<file path="src/rtl/tx_frame_sched.sv">
// Transmit frame scheduler: buffers Hamming codewords and serialises
// preamble, sync word, a fixed number of codewords and an idle gap,
// one bit per CLK_PER_BIT clocks, toward the FSK modulator.
module tx_frame_sched #(
   parameter int         CLK_PER_BIT     = 4,
   parameter logic [7:0] PREAMBLE        = 8'b10101010,
   parameter logic [7:0] SYNC_WORD       = 8'hD3,
   parameter int         WORDS_PER_FRAME = 4,
   parameter int         GAP_BITS        = 16
) (
   input  logic        clk,
   input  logic        rst,
   input  logic        enable,
   input  logic [15:0] cw_data,
   input  logic        cw_valid,
   output logic        cw_ready,
   output logic        bit_out,
   output logic        bit_valid,
   output logic        bit_tick,
   output logic        frame_active,
   output logic        underrun,
   output logic [7:0]  frame_cnt
);

   localparam int            CW        = $clog2(CLK_PER_BIT);
   localparam logic [CW-1:0] CYC_LAST  = CW'(CLK_PER_BIT - 1);
   localparam logic [15:0]   GAP_LAST  = 16'(GAP_BITS - 1);
   localparam logic [7:0]    WORD_LAST = 8'(WORDS_PER_FRAME - 1);

   typedef enum logic [2:0] {S_IDLE, S_PRE, S_SYNC, S_DATA, S_GAP} state_t;

   state_t        state;
   logic [CW-1:0] cyc_cnt;    // clock within the current bit period
   logic [15:0]   bit_idx;    // bit within the current segment (or word in DATA)
   logic [7:0]    word_idx;   // codeword slot within the frame
   logic [15:0]   shift_q;    // remaining bits of the current pattern/word, MSB next

   logic          buf_full;
   logic [15:0]   buf_data;

   logic          xfer;
   logic          period_end;
   logic          load;
   logic [15:0]   load_word;

   // Holding register is the only backpressure; held off while in reset.
   assign cw_ready   = ~buf_full & ~rst;
   assign xfer       = cw_valid & cw_ready;
   assign period_end = (cyc_cnt == CYC_LAST);

   // A word is pulled into the shifter at the end of the last SYNC bit and at
   // the end of bit 15 of every word except the last one of the frame.
   assign load = period_end &&
                 (((state == S_SYNC) && (bit_idx == 16'd7)) ||
                  ((state == S_DATA) && (bit_idx == 16'd15) && (word_idx != WORD_LAST)));

   // An empty buffer at a word boundary is filled with zeros; timing never stretches.
   assign load_word = buf_full ? buf_data : 16'h0000;

   // One-entry codeword buffer; a transfer on a load cycle refills it with the new word.
   always_ff @(posedge clk or posedge rst) begin
      if (rst) begin
         buf_full <= 1'b0;
         buf_data <= 16'h0000;
      end else if (xfer) begin
         buf_full <= 1'b1;
         buf_data <= cw_data;
      end else if (load) begin
         buf_full <= 1'b0;
      end
   end

   // Frame FSM with registered serial outputs; each bit period ends on period_end.
   always_ff @(posedge clk or posedge rst) begin
      if (rst) begin
         state        <= S_IDLE;
         cyc_cnt      <= '0;
         bit_idx      <= 16'd0;
         word_idx     <= 8'd0;
         shift_q      <= 16'h0000;
         bit_out      <= 1'b0;
         bit_valid    <= 1'b0;
         bit_tick     <= 1'b0;
         frame_active <= 1'b0;
         underrun     <= 1'b0;
         frame_cnt    <= 8'd0;
      end else begin
         bit_tick <= 1'b0;
         underrun <= 1'b0;
         case (state)
            S_IDLE: begin
               cyc_cnt      <= '0;
               bit_idx      <= 16'd0;
               word_idx     <= 8'd0;
               bit_out      <= 1'b0;
               bit_valid    <= 1'b0;
               frame_active <= 1'b0;
               if (enable && buf_full) begin
                  state        <= S_PRE;
                  bit_out      <= PREAMBLE[7];
                  shift_q      <= {PREAMBLE[6:0], 9'd0};
                  bit_valid    <= 1'b1;
                  frame_active <= 1'b1;
                  bit_tick     <= 1'b1;
               end
            end
            default: begin
               if (!period_end) begin
                  cyc_cnt <= cyc_cnt + CW'(1);
               end else begin
                  cyc_cnt  <= '0;
                  bit_tick <= 1'b1;
                  case (state)
                     S_PRE: begin
                        if (bit_idx == 16'd7) begin
                           state   <= S_SYNC;
                           bit_idx <= 16'd0;
                           bit_out <= SYNC_WORD[7];
                           shift_q <= {SYNC_WORD[6:0], 9'd0};
                        end else begin
                           bit_idx <= bit_idx + 16'd1;
                           bit_out <= shift_q[15];
                           shift_q <= {shift_q[14:0], 1'b0};
                        end
                     end
                     S_SYNC: begin
                        if (bit_idx == 16'd7) begin
                           state    <= S_DATA;
                           bit_idx  <= 16'd0;
                           word_idx <= 8'd0;
                           bit_out  <= load_word[15];
                           shift_q  <= {load_word[14:0], 1'b0};
                           underrun <= ~buf_full;
                        end else begin
                           bit_idx <= bit_idx + 16'd1;
                           bit_out <= shift_q[15];
                           shift_q <= {shift_q[14:0], 1'b0};
                        end
                     end
                     S_DATA: begin
                        if (bit_idx == 16'd15) begin
                           bit_idx <= 16'd0;
                           if (word_idx == WORD_LAST) begin
                              state        <= S_GAP;
                              bit_out      <= 1'b0;
                              bit_valid    <= 1'b0;
                              frame_active <= 1'b0;
                           end else begin
                              word_idx <= word_idx + 8'd1;
                              bit_out  <= load_word[15];
                              shift_q  <= {load_word[14:0], 1'b0};
                              underrun <= ~buf_full;
                           end
                        end else begin
                           bit_idx <= bit_idx + 16'd1;
                           bit_out <= shift_q[15];
                           shift_q <= {shift_q[14:0], 1'b0};
                        end
                     end
                     S_GAP: begin
                        bit_out <= 1'b0;
                        if (bit_idx == GAP_LAST) begin
                           // Frame done; IDLE costs one cycle before a new frame.
                           state     <= S_IDLE;
                           bit_idx   <= 16'd0;
                           bit_tick  <= 1'b0;
                           frame_cnt <= frame_cnt + 8'd1;
                        end else begin
                           bit_idx <= bit_idx + 16'd1;
                        end
                     end
                     default: begin
                        state <= S_IDLE;
                     end
                  endcase
               end
            end
         endcase
      end
   end

endmodule

</file>
<file path="config.mk">
export PLATFORM = sky130hd
export DESIGN_NAME = tx_frame_sched
export DESIGN_NICKNAME = d
export VERILOG_FILES = /design/src/rtl/tx_frame_sched.sv
export SDC_FILE = /design/constraint.sdc
export NUM_CORES = 1
export LEC_CHECK = 0
export BUFFER_PORTS_ARGS = -buffer_cell sky130_fd_sc_hd__buf_4
export CAP_MARGIN = 20
export CORE_AREA = 2 2 92 94
export DETAILED_ROUTE_END_ITERATION = 8
export DIE_AREA = 0 0 94 96
export HOLD_SLACK_MARGIN = 0.03
export PLACE_DENSITY_LB_ADDON = 0.05
export SETUP_SLACK_MARGIN = 0.15
export SLEW_MARGIN = 25
export SYNTH_ARGS = -nofsm -noshare
export SYNTH_HDL_FRONTEND = slang
export SYNTH_SLANG_ARGS = --single-unit
</file>
<file path="constraint.sdc">
create_clock -name clk -period 2.36 [get_ports clk]
set_input_delay 0.472 -clock clk [delete_from_list [all_inputs] [get_ports clk]]
set_output_delay 0.472 -clock clk [all_outputs]
set_load 0.1 [all_outputs]
</file>
======== After elaboration in Yosys (flattened, before gate mapping) ========
Cells that the tools add are included.
storage, ports and cells
  bits in registers ....................... 74
  input bits .............................. 20
  output and inout bits ................... 14
  word-level logic and storage cells ...... 119
operators by class
  $add $sub $neg .......................... 4
  equality and inequality tests ........... 17
  muxes and demuxes ....................... 56
  bitwise operators ....................... 5
  reductions and logical operators ........ 25
operators with widths
  kind                                                   count
  2-to-1 mux 16 bit                                      12
  one-hot mux 16 bit (3 select lines)                    1
  2-to-1 mux 8 bit                                       5
  one-hot mux 16 bit (2 select lines)                    1
  2-to-1 mux 3 bit                                       8
  2-to-1 mux 1 bit                                       23
  adder 16 x 1 -> 16 bit, second input constant          1
  adder 8 x 1 -> 8 bit, second input constant            2
  == test 16 x 3 -> 1 bit, second input constant         1
  == test 16 x 4 -> 1 bit, second input constant         1
  one-hot mux 8 bit (2 select lines)                     1
  one-hot mux 3 bit (4 select lines)                     1
  AND reduction 4 bit                                    3
  nonzero test 2 bit                                     5
  inequality test 3 x 1 -> 1 bit, second input constant  3
  == test 8 x 2 -> 1 bit, second input constant          1
  inequality test 8 x 2 -> 1 bit, second input constant  1
  AND reduction 7 bit                                    1
  == test 3 x 2 -> 1 bit, second input constant          2
  inequality test 3 x 2 -> 1 bit, second input constant  2
  nonzero test 3 bit                                     2
  logical AND 1 bit                                      5
  AND reduction 5 bit                                    1
  nonzero test 5 bit                                     1
  17 further kinds                                       23

======== Depth between registers and ports, before layout ========
Gate-level depths: netlist of run 1.
  depth in word-level cells ............... 7
  mapped depth ............................ 8
  depth with buffers taken out ............ 6

======== Least setup slack after synthesis of run 1 ========
OpenSTA, ideal clock, no wires.
  kind .................................... input port to flip-flop
  start ................................... in rst
  end ..................................... reg buf_data[0]
  arrival time ............................ 2993 ps
  data required time ...................... 2235 ps
  path slack .............................. -758 ps
  cell stages on the path ................. 5
  path buffers ............................ 2
  cell sequence ........................... nor2_1 > and2_1 > clkbuf_1 > clkbuf_1 > mux2_2
on the way
  word-level cells in the longest chain between the ends .. 3
RTL lines
  element               line  text
  from (decl)           12    input logic rst,
  inverter 1 bit        47    assign cw_ready = ~buf_full & ~rst;
  AND 1 bit             47
  AND 1 bit             48    assign xfer = cw_valid & cw_ready;
  to (signal assigned)  67    buf_data <= cw_data;
  to (decl)             39    logic [15:0] buf_data;
Every way passes these cells.
A chain may end at the register's enable or synchronous reset.

======== Worst setup path after layout of run 1 ========
  start ................................... reg bit_idx[15]
  end ..................................... reg shift_q[5]
on the way
  word-level cells in the longest chain between the ends .. 5
  elaborated cells on any way between the ends .. 10
  classes of those cells .................. 3 x eq/ne; 6 x mux; 1 x reduce/logical
RTL lines
  element                                                             line           text
  from (decl)                                                         34             logic [15:0] bit_idx;
  from (signal assigned)                                              121            bit_idx <= bit_idx + 16'd1;
  from (signal assigned)                                              135            bit_idx <= bit_idx + 16'd1;
  from (signal assigned)                                              155            bit_idx <= bit_idx + 16'd1;
  == test 16 x 4 -> 1 bit or == test 16 x 3 -> 1 bit (tied branches)  141, 115, 127
  2-to-1 mux 16 bit (on tied branches)                                141, 115, 127
  one-hot mux 16 bit (3 select lines)                                 113            case (state)
  2-to-1 mux 16 bit                                                   108            if (!period_end) begin
  2-to-1 mux 16 bit                                                   90             case (state)
  to (signal assigned)                                                119            shift_q <= {SYNC_WORD[6:0], 9'd0};
  to (signal assigned)                                                123            shift_q <= {shift_q[14:0], 1'b0};
  to (signal assigned)                                                151            shift_q <= {load_word[14:0], 1'b0};
  to (decl)                                                           36             logic [15:0] shift_q;
Several ways; a longest one is shown, not always the timed one. The select of a mux whose other input is x is not followed.

==> summary.txt, run 1 <==
Timing
  – Worst-margin pin slew: between 0.8 and 0.9 ns
  – RSZ-0062 raised after global routing: yes
  – Clock skew: roughly 0.010 ns
  – Slew Limit Fails: 0
  – Min Tclk post-route: between 2 and 2.5 ns
  – Relative slew slack: 0.445
  – Hold slack final: 0.233 ns
  – Final hold violation count: 0
  – Final period util: 0.957
  – Highest Clock Rate: 0.443 GHz
  – Setup violators final: 0

Placed design
  – Gpl congestion: about 0.9
  – Buffers added on ports: 33
  – Placed wire-length estimate: between 6000 and 7000 µm

Layout
  – Nets: 487
  – Fillers: ~680
  – Layout cells sized above 1: 0.376
  – Area growth from synthesis to layout: 33.8%
  – Antenna cells: 0

Hold path
  – Tightest Hold Check Type: input port to async pin

Yosys
  – Compound-Gate Fraction of Synth Area: 0.170
  – Xor/xnor cell area share of the yosys netlist: 0.0574
  – Flops & latches, synth: 73
  – Mux share of post-synthesis cell area: 0.0528
  – Async S/R FF share, synth: 1.00
  – Largest family of logic cells by synthesized area: simple AND/OR/NAND/NOR gates
  – Synth unique cells: between 50 and 60
  – Syn_area_per_cell: approximately 10 µm²
  – Post-synth top area share: 0.479
  – Top FF cell, synth: dfrtp_1
  – Count leader, synth: dfrtp_1
  – EDFF count, synth: 0
  – Synth Instances: slightly below 400
  – Simple-gate share of the synthesized area: 0.193
  – Register area share after synthesis: 0.479
  – Main area contributors after synthesis: dfrtp_1 48%, mux2_2 5.0%, nand2_1 4.0%
  – Post-synthesis adder-cell area fraction: 0.0131
  – Ys Warns: 0
  – Top cell type by total area after synthesis: dfrtp_1
  – Syn Nets: a little over 400
  – Synth top cells by count: 73 x dfrtp_1, 41 x nand2_1, 28 x nor2_1
  – Cell area after synthesis: between 3000 and 4000 µm²

Floorplanning
  – Die Height: about 96 µm
  – Core Area: between 8000 and 9000 µm²
  – Initial Util: 0.474
  – Site Rows: 33
  – Die area: 9020 µm²
  – Num ports: 34
  – Chip width: ~94 µm

Clock tree
  – Root buffer cell: clkbuf_8
  – Hold_buf cts: 0
  – CTS tree: done
  – CTS clk-pin slew, worst paths: roughly 0.080 ns
  – Clock buffer count from CTS: 9
  – CTS max path bufs: 2
  – H-tree depth: 3
  – Num Clock Sinks: between 70 and 80
  – Clock latency on the worst-skew pair: ~0.34 ns

Critical path
  – CP Data Required Time: between 2 and 3 ns
  – Crit path DAT: between 2 and 3 ns
  – Kind of end point of the critical path: register
  – Crit start category: register
  – WS Path Type: register to register
  – Critical path peak fanout: 7

Power and ir drop
  – PwrDens: 477 nW/µm²
  – Leakage dissipation: approximately 2.3 nW
  – Maximum VDD drop: 0.313 mV
  – Total power: 2.44 mW

Global route
  – Total grt overflow: 0
  – First-pass GRT wire length: 14,600 µm
  – Vias in the first global route: 3,015
  – Initial antenna violation count: 0
  – Largest net degree at the start of global routing: 74
  – Gr usage total: 0.208

Drt
  – Vias: 3,205
  – Drt pass-1 iters: 4
  – # DRC: 0
  – DR vias/cell: approximately 5.6
  – Initial DRC count: 263
  – DR WL/cell: 15.9 µm
  – Detail Route Antenna Nets: 0
  – DRT Wirelength: between 9000 and 10,000 µm

Run
  – Maxcap violations: 0

Run status
  – Status: completed
## critical path, stage by stage, from the launching register on
cell,delay (ns)
dfrtp_1,0.38
or4_4,0.57
or4_4,0.62
nor3_4,0.23
buf_4,0.19
a22oi_1,0.08
o21ai_1,0.13
## cell families after synthesis
logic type | Yosys count
AO/OA/AOI/OAI | 99
AND/OR/NAND/NOR | 140
flip-flops | 73
buffers and inverters | 30
XOR/XNOR | 25
multiplexers | 18
adder cells (fa/ha/maj) | 4
## routing by layer
metal | track usage | up-vias | part of all wire
met3 | 0.0376 | 12 | 0.038
met1 | 0.284 | 1552 | 0.48
met4 | 0.0737 | 0 | 0.016
met5 | 0 | - | 0
li1 | - | 1560 | -
met2 | 0.334 | 81 | 0.47
## final timing paths
kind,from,to,slack [ns],depth (start not counted)
setup / recovery,bit_idx[15]$_DFFE_PP0P_,shift_q[5]$_DFFE_PP0P_,0.10,6
hold / removal,rst,frame_cnt[4]$_DFFE_PP0P_,0.23,3
setup reg to reg,bit_idx[15]$_DFFE_PP0P_,shift_q[5]$_DFFE_PP0P_,0.10,6
hold reg to reg,cyc_cnt[0]$_DFF_PP0_,cyc_cnt[0]$_DFF_PP0_,0.44,1
max in group asynchronous,rst,word_idx[1]$_DFFE_PP0P_,1.78,3
min in group clk,cw_data[7],buf_data[7]$_DFFE_PP0P_,0.36,2
## flip-flops by register name (all words and copies together), names as in the netlist
| signal | count |
|---|---|
| buf_data | 16 |
| bit_idx | 16 |
| underrun | 1 |
| buf_full | 1 |
| bit_out | 1 |
| shift_q | 15 |
| bit_tick | 1 |
| frame_cnt | 8 |
| word_idx | 8 |
| cyc_cnt | 2 |
| frame_active | 1 |
| state | 3 |
## what timing repair did
item / 4_1_cts / 5_1_grt
gates resized for setup: 23 / 61
buffers inserted: 5 / 7
setup endpoints to repair: 40 / 45
cloned: 1 / 0
pin swaps: 13 / 29
## final cells by class
class / count / area (µm²) / area share
clock buffer: 10 / 138 / 0.0270
clock inverter: 6 / 90.1 / 0.0177
inverter: 9 / 37.5 / 0.00736
multi-input combinational: 286 / 2160 / 0.424
sequential: 73 / 1830 / 0.358
tap: 105 / 131 / 0.0258
timing repair buffer: 84 / 713 / 0.140
## layout by cell type, fill, tap and decap left out, types with 3 or more instances in the layout
| master | n |
|---|---|
| dfrtp_1 | 73 |
| buf_4 | 70 |
| nand2_1 | 35 |
| nor2_1 | 18 |
| nand3_1 | 16 |
| mux2_2 | 16 |
| o21ai_0 | 13 |
| a21oi_1 | 13 |
| xnor2_1 | 12 |
| xor2_1 | 12 |
| o21ai_1 | 11 |
| nor2_4 | 10 |
| clkbuf_8 | 10 |
| buf_6 | 10 |
| nand4_1 | 9 |
| a21oi_2 | 9 |
| or4_4 | 8 |
| inv_1 | 8 |
| a22oi_1 | 8 |
| o31ai_1 | 6 |
| nor3_1 | 5 |
| nand2b_1 | 5 |
| nand2_2 | 5 |
| and3_1 | 5 |
| a31oi_1 | 4 |
| a21o_1 | 4 |
| ha_1 | 4 |
| nor3_4 | 3 |
| a21boi_0 | 3 |
| o21a_1 | 3 |
| o211ai_1 | 3 |
| and2_1 | 3 |
| buf_12 | 3 |
## metrics by stage
stage / setup slack, ns / cell area [µm²] / util / std cells / setup TNS, ns
5_1_grt: -0.00724 / 5100 / 0.634 / 573 / -0.00724
4_1_cts: 0.0681 / 4780 / 0.594 / 566 / 0
6_report: 0.101 / 5100 / 0.634 / 573 / 0
3_5_place_dp: -0.0759 / 4420 / 0.549 / 544 / -0.192
3_3_place_gp: -0.0771 / 4420 / 0.549 / 544 / -0.119
2_1_floorplan: 0.0482 / 3860 / - / 389 / 0
## power breakdown
part           leakage (nW)  switching (mW)  internal (mW)
Clock                 0.113           0.477          0.628
Sequential            0.914         0.00664           1.26
Combinational          1.23          0.0320         0.0317
Total                  2.26           0.516           1.92
(Power assumes the default switching activity.)
==> run 2, diff against run 1 <==
--- a/config.mk
+++ b/config.mk
@@ -6,14 +6,13 @@
 export NUM_CORES = 1
 export LEC_CHECK = 0
 export BUFFER_PORTS_ARGS = -buffer_cell sky130_fd_sc_hd__buf_4
-export CAP_MARGIN = 20
-export CORE_AREA = 2 2 92 94
+export CAP_MARGIN = 15
+export CORE_AREA = 2 2 101 103
 export DETAILED_ROUTE_END_ITERATION = 8
-export DIE_AREA = 0 0 94 96
+export DIE_AREA = 0 0 103 105
 export HOLD_SLACK_MARGIN = 0.03
 export PLACE_DENSITY_LB_ADDON = 0.05
 export SETUP_SLACK_MARGIN = 0.15
-export SLEW_MARGIN = 25
 export SYNTH_ARGS = -nofsm -noshare
 export SYNTH_HDL_FRONTEND = slang
 export SYNTH_SLANG_ARGS = --single-unit
==> run 2 against run 1 <==
Effect of this change: combinational power is essentially flat; clock-buffer cell count rose by 2; clock power is 7% lower; final cell count increased by 4.4%; highest routed layer unchanged; cell area down 0.76%; sequential cell count unchanged; critical endpoint is now bit_out$_DFFE_PP0P_; sequential share of layout area rose by 0.27 points; hold slack lost 0.061 ns.
==> summary.txt, run 2 (same netlist as run 1, synthesis figures left out) <==
Layout
  – Most common cell after layout, fill and taps aside: dfrtp_1
  – Fillers: 918 (+35%)
  – Area of the multi-input gates: 2140 µm² (-0.92%)
  – Post-route cell area: 5060 µm² (-0.76%)
  – Utilization after layout: 0.525 (-0.108)
  – Layout cells sized above 1: 0.370 (-0.00618)
  – Final Instance Count excl. Fillers: 598 (+4.4%)
  – Antenna cells: 0 (unchanged)
  – Storage cell area: 1830 µm² (unchanged)
  – Top flop regs: bit_idx: 16 flops, buf_data: 16 flops, shift_q: 15 flops
  – Area growth from synthesis to layout: 32.8%
  – Nets: 484 (-0.62%)
  – Commonest non-fill, non-tap cells in the layout: 73 x dfrtp_1, 71 x buf_4, 38 x nand2_1

Timing
  – Slew Limit Fails: 0 (unchanged)
  – Hold slack final: 0.172 ns (-0.0610 ns)
  – Final hold violation count: 0 (unchanged)
  – Clock skew: 0.0102 ns (-0.000178 ns)
  – Min Tclk post-route: 2.31 ns (+0.0496 ns)
  – Worst-margin pin slew: 0.548 ns (-0.277 ns)
  – Final period util: 0.978 (+0.0210)
  – Highest Clock Rate: 0.433 GHz (-2.1%)
  – RSZ-0062 raised after global routing: yes
  – Setup violators final: 0 (unchanged)
  – Relative slew slack: 0.632 (+0.186)

Power and ir drop
  – Maximum VDD drop: 0.377 mV (+20%)
  – PwrDens: 465 nW/µm² (-2.6%)
  – Leakage dissipation: 2.20 nW (-2.5%)

Global route
  – Vias in the first global route: 3,088 (+2.4%)
  – Total grt overflow: 0 (unchanged)
  – First-pass GRT wire length: 16,000 µm (+9.8%)
  – Gr usage total: 0.190 (-0.0172)
  – Initial antenna violation count: 0 (unchanged)
  – Largest net degree at the start of global routing: 28 (-62%)

Floorplanning
  – Die area: 10,800 µm² (+20%)
  – Initial Util: 0.396 (-0.0780)
  – Die Height: 105 µm (+9.4%)
  – Site Rows: 36 (+9.1%)
  – Chip width: 103 µm (+9.6%)
  – Core Area: 9640 µm² (+20%)
  – Num ports: 34 (unchanged)

Placed design
  – Placed cell areas: 4450 µm² (+0.62%)
  – Gpl congestion: 0.866 (-2.6%)
  – Buffers added on ports: 33 (unchanged)
  – Placed wire-length estimate: 6730 µm (+6.8%)
  – Post-Place Cells: 571 (+5.0%)

Clock tree
  – Clock latency on the worst-skew pair: 0.35 ns (about the same)
  – Root buffer cell: clkbuf_8
  – H-tree depth: 3 (unchanged)
  – CTS tree: done
  – CTS clk-pin slew, worst paths: 0.08 ns (about the same)
  – Clock buffer count from CTS: 9 (unchanged)
  – Num Clock Sinks: 73 (unchanged)
  – CTS max path bufs: 2 (unchanged)

Drt
  – Vias: 3,188 (-0.53%)
  – DRT Wirelength: 9670 µm (+6.0%)
  – # DRC: 0 (unchanged)
  – Drt pass-1 iters: 4 (unchanged)
  – Initial DRC count: 206 (-22%)
  – Detail Route Antenna Nets: 0 (unchanged)
  – DR WL/cell: 16.2 µm (+1.6%)
  – DR vias/cell: 5.33 (-4.7%)

Critical path
  – CP Data Required Time: 2.58 ns (-0.05 ns)
  – WS Path Type: register to register
  – Crit start category: register
  – Kind of end point of the critical path: register
  – Critical path peak fanout: 5 (-2)
  – Crit path DAT: 2.53 ns (about the same)

Run
  – Maxcap violations: 0 (unchanged)

Run status
  – Status: completed

Hold path
  – Tightest Hold Check Type: input port to async pin
-- run 2: per-layer routing --
layer / GRT usage / routed length [µm]
met4: 0.0526 / 122
met1: 0.272 / 4620
met3: 0.0408 / 412
met5: 0 / 0
met2: 0.290 / 4520
-- run 2: cell type report --
cell class | instances | area share
Clock buffer | 12 | 0.0306
Clock inverter | 4 | 0.0101
Inverter | 9 | 0.00741
Multi-Input combinational cell | 286 | 0.424
Sequential cell | 73 | 0.361
Tap cell | 133 | 0.0329
Timing Repair Buffer | 81 | 0.134
-- run 2: through the flow --
| step | total power [mW] | setup slack (ns) | setup TNS, ns |
|---|---|---|---|
| finish | 2.35 | 0.0514 | 0 |
| floorplan | 1.32 | 0.0482 | 0 |
| global route | 2.44 | 0.0196 | 0 |
| global placement | 1.36 | -0.0991 | -0.0991 |
| CTS | 2.40 | 0.0769 | 0 |
| detailed placement | 1.36 | -0.0588 | -0.0815 |
-- run 2: final timing paths --
check / start / end / slack [ns] / depth (start not counted)
setup / recovery: bit_idx[9]$_DFFE_PP0P_ / bit_out$_DFFE_PP0P_ / 0.05 / 6
hold reg to reg: cyc_cnt[0]$_DFF_PP0_ / cyc_cnt[0]$_DFF_PP0_ / 0.46 / 1
max in group asynchronous: rst / bit_out$_DFFE_PP0P_ / 1.47 / 3
min in group clk: cw_data[12] / buf_data[12]$_DFFE_PP0P_ / 0.34 / 2
hold / removal: rst / bit_idx[7]$_DFFE_PP0P_ / 0.17 / 2
setup reg to reg: bit_idx[9]$_DFFE_PP0P_ / bit_out$_DFFE_PP0P_ / 0.05 / 6
-- run 2: what timing repair did --
item | CTS | global route
hold buffers | 0 | 0
pin swaps | 2 | 37
resized for setup | 13 | 67
setup buffers | 3 | 7
gates cloned | 1 | 0
setup endpoints to repair | 42 | 41
-- run 2: critical path: stages, from the launching register on --
cell and delay, ns:
dfrtp_1 0.38, or4_4 0.57, or4_4 0.62, buf_4 0.19, o21ai_1 0.15, a211o_1 0.17
a31oi_2 0.09
-- run 2: power breakdown --
part	internal (mW)	switching, mW
Combinational	0.0303	0.0334
Sequential	1.26	0.00643
Clock	0.547	0.477
==> run 3, diff against run 2 <==
--- a/config.mk
+++ b/config.mk
@@ -7,6 +7,8 @@
 export LEC_CHECK = 0
 export BUFFER_PORTS_ARGS = -buffer_cell sky130_fd_sc_hd__buf_4
 export CAP_MARGIN = 15
+export CELL_PAD_IN_SITES_DETAIL_PLACEMENT = 0
+export CELL_PAD_IN_SITES_GLOBAL_PLACEMENT = 2
 export CORE_AREA = 2 2 101 103
 export DETAILED_ROUTE_END_ITERATION = 8
 export DIE_AREA = 0 0 103 105
==> constraint.sdc (replaced) <==
create_clock -name clk -period 3 [get_ports clk]
set_input_delay 0.6 -clock clk [delete_from_list [all_inputs] [get_ports clk]]
set_output_delay 0.6 -clock clk [all_outputs]
set_load 0.1 [all_outputs]
==> run 3 against run 2 <==
Effect of this change: fmax is 12% lower; setup slack gained 0.34 ns; hold slack better by 0.10 ns; via count down 3.5%; final cell count shrank 5.2%; clock power fell by 22%.
==> summary.txt, run 3 (same netlist as run 1, synthesis figures left out) <==
Floorplanning
  – Die area: 10,800 µm² (unchanged)
  – Chip width: 103 µm (unchanged)
  – Site Rows: 36 (unchanged)
  – Core Area: 9640 µm² (unchanged)
  – Num ports: 34 (unchanged)
  – Initial Util: 0.396 (unchanged)
  – Die Height: 105 µm (unchanged)

Layout
  – Utilization after layout: 0.464 (-0.0610)
  – Nets: 453 (-6.4%)
  – Post-route cell area: 4470 µm² (-12%)
  – Most common cell after layout, fill and taps aside: dfrtp_1
  – Antenna cells: 0 (unchanged)
  – Area growth from synthesis to layout: 17.4%
  – Commonest non-fill, non-tap cells in the layout: 73 x dfrtp_1, 49 x buf_4, 41 x nand2_1
  – Top flop regs: bit_idx: 16 flops, buf_data: 16 flops, shift_q: 15 flops
  – Layout cells sized above 1: 0.221 (-0.149)
  – Final Instance Count excl. Fillers: 567 (-5.2%)

Drt
  – Vias: 3,078 (-3.5%)
  – # DRC: 0 (unchanged)
  – DR WL/cell: 16.5 µm (+2.3%)
  – Drt pass-1 iters: 4 (unchanged)
  – DR vias/cell: 5.43 (+1.8%)
  – Detail Route Antenna Nets: 0 (unchanged)
  – DRT Wirelength: 9380 µm (-3.0%)
  – Initial DRC count: 182 (-12%)

Clock tree
  – CTS clk-pin slew, worst paths: 0.09 ns (about the same)
  – Resized cells post-CTS: 0 (-13)
  – Root buffer cell: clkbuf_8
  – CTS tree: done
  – Clock buffer count from CTS: 9 (unchanged)
  – # Post-CTS Setup Buffers: 0 (-3)
  – Num Clock Sinks: 73 (unchanged)
  – H-tree depth: 3 (unchanged)
  – CTS max path bufs: 2 (unchanged)
  – Hold_buf cts: 0 (unchanged)
  – Clock latency on the worst-skew pair: 0.35 ns (about the same)

Timing
  – Relative slew slack: 0.452 (-0.180)
  – Final period util: 0.870 (-0.108)
  – RSZ-0062 raised after global routing: no
  – Worst-margin pin slew: 0.822 ns (+0.273 ns)
  – Hold slack final: 0.273 ns (+0.101 ns)
  – Setup_tns: 0 ns (unchanged)
  – Highest Clock Rate: 0.383 GHz (-12%)
  – Slew Limit Fails: 0 (unchanged)
  – Clock skew: 0.0107 ns (+0.000502 ns)
  – Fin worst setup slack: 0.389 ns (+0.338 ns)
  – Setup violators final: 0 (unchanged)
  – Final hold violation count: 0 (unchanged)
  – Min Tclk post-route: 2.61 ns (+0.302 ns)

Global route
  – Initial antenna violation count: 0 (unchanged)
  – Gr usage total: 0.185 (-0.00542)
  – Largest net degree at the start of global routing: 27 (-3.6%)
  – First-pass GRT wire length: 15,700 µm (-1.8%)
  – Vias in the first global route: 3,058 (-0.97%)
  – Total grt overflow: 0 (unchanged)

Placed design
  – Gpl congestion: 0.829 (-4.3%)
  – Buffers added on ports: 33 (unchanged)
  – Post-Place Cells: 551 (-3.5%)
  – Placed wire-length estimate: 6630 µm (-1.5%)
  – Worst slack, placed: 0.384 ns (+0.443 ns)
  – Placed cell areas: 4270 µm² (-4.0%)

Power and ir drop
  – PwrDens: 413 nW/µm² (-11%)
  – Leakage dissipation: 1.98 nW (-10%)
  – Maximum VDD drop: 0.237 mV (-37%)
  – Total power: 1.85 mW (-21%)

Run
  – Maxcap violations: 0 (unchanged)

Hold path
  – Tightest Hold Check Type: input port to async pin

Critical path
  – Kind of end point of the critical path: register
  – CP Data Required Time: 3.26 ns (+0.68 ns)
  – Crit start category: register
  – WS Path Type: register to register
  – Critical path peak fanout: 12 (+7)
  – Crit path DAT: 2.87 ns (+0.34 ns)
  – Worst r2r path cells: 5 (-1)

Run status
  – Status: completed
run 3: cell types whose count changed in the layout (fill, tap and decap cells not counted), moves of 4 or more:
cell | before | now
or4_1 | 2 | 7
buf_4 | 71 | 49
nor2_4 | 14 | 0
buf_6 | 6 | 0
nor2_1 | 12 | 27
o31ai_1 | 2 | 6
or4_4 | 7 | 2
a21oi_2 | 5 | 1
a21oi_1 | 17 | 22
run 3: worst paths after layout:
path,start,endpoint,slack [ns]
worst max-delay path,bit_idx[8]$_DFFE_PP0P_,shift_q[9]$_DFFE_PP0P_,0.39
worst min-delay path,rst,shift_q[1]$_DFFE_PP0P_,0.27
worst max register to register,bit_idx[8]$_DFFE_PP0P_,shift_q[9]$_DFFE_PP0P_,0.39
worst min register to register,cyc_cnt[0]$_DFF_PP0_,cyc_cnt[0]$_DFF_PP0_,0.45
max in group asynchronous,rst,buf_data[13]$_DFFE_PP0P_,2.16
min in group clk,cyc_cnt[0]$_DFF_PP0_,cyc_cnt[0]$_DFF_PP0_,0.45
run 3: cell type report:
class / instances / area, µm²
fillers: 964 / 5160
repair buffers: 50 / 388
clock inverters: 7 / 77.6
well taps: 133 / 166
clock buffers: 9 / 124
flip-flops and latches: 73 / 1830
inverters: 9 / 33.8
multi-input cells: 286 / 1860
run 3: metal layers:
| layer | global-route usage | wire, µm |
|---|---|---|
| met1 | 0.253 | 4380 |
| met3 | 0.0361 | 363 |
| met4 | 0.0404 | 83 |
| met5 | 0 | 0 |
| met2 | 0.302 | 4550 |
run 3: critical path: stages (launching register included):
cell and delay [ns]:
dfrtp_1 0.44, or4_4 0.59, or4_1 0.66, nor3_4 0.51
a21oi_1 0.14, o211ai_1 0.19
run 3: power breakdown:
part | total, mW | internal [mW] | switching [mW]
logic | 0.0526 | 0.0263 | 0.0263
clock network | 0.799 | 0.392 | 0.408
registers | 0.996 | 0.991 | 0.00526
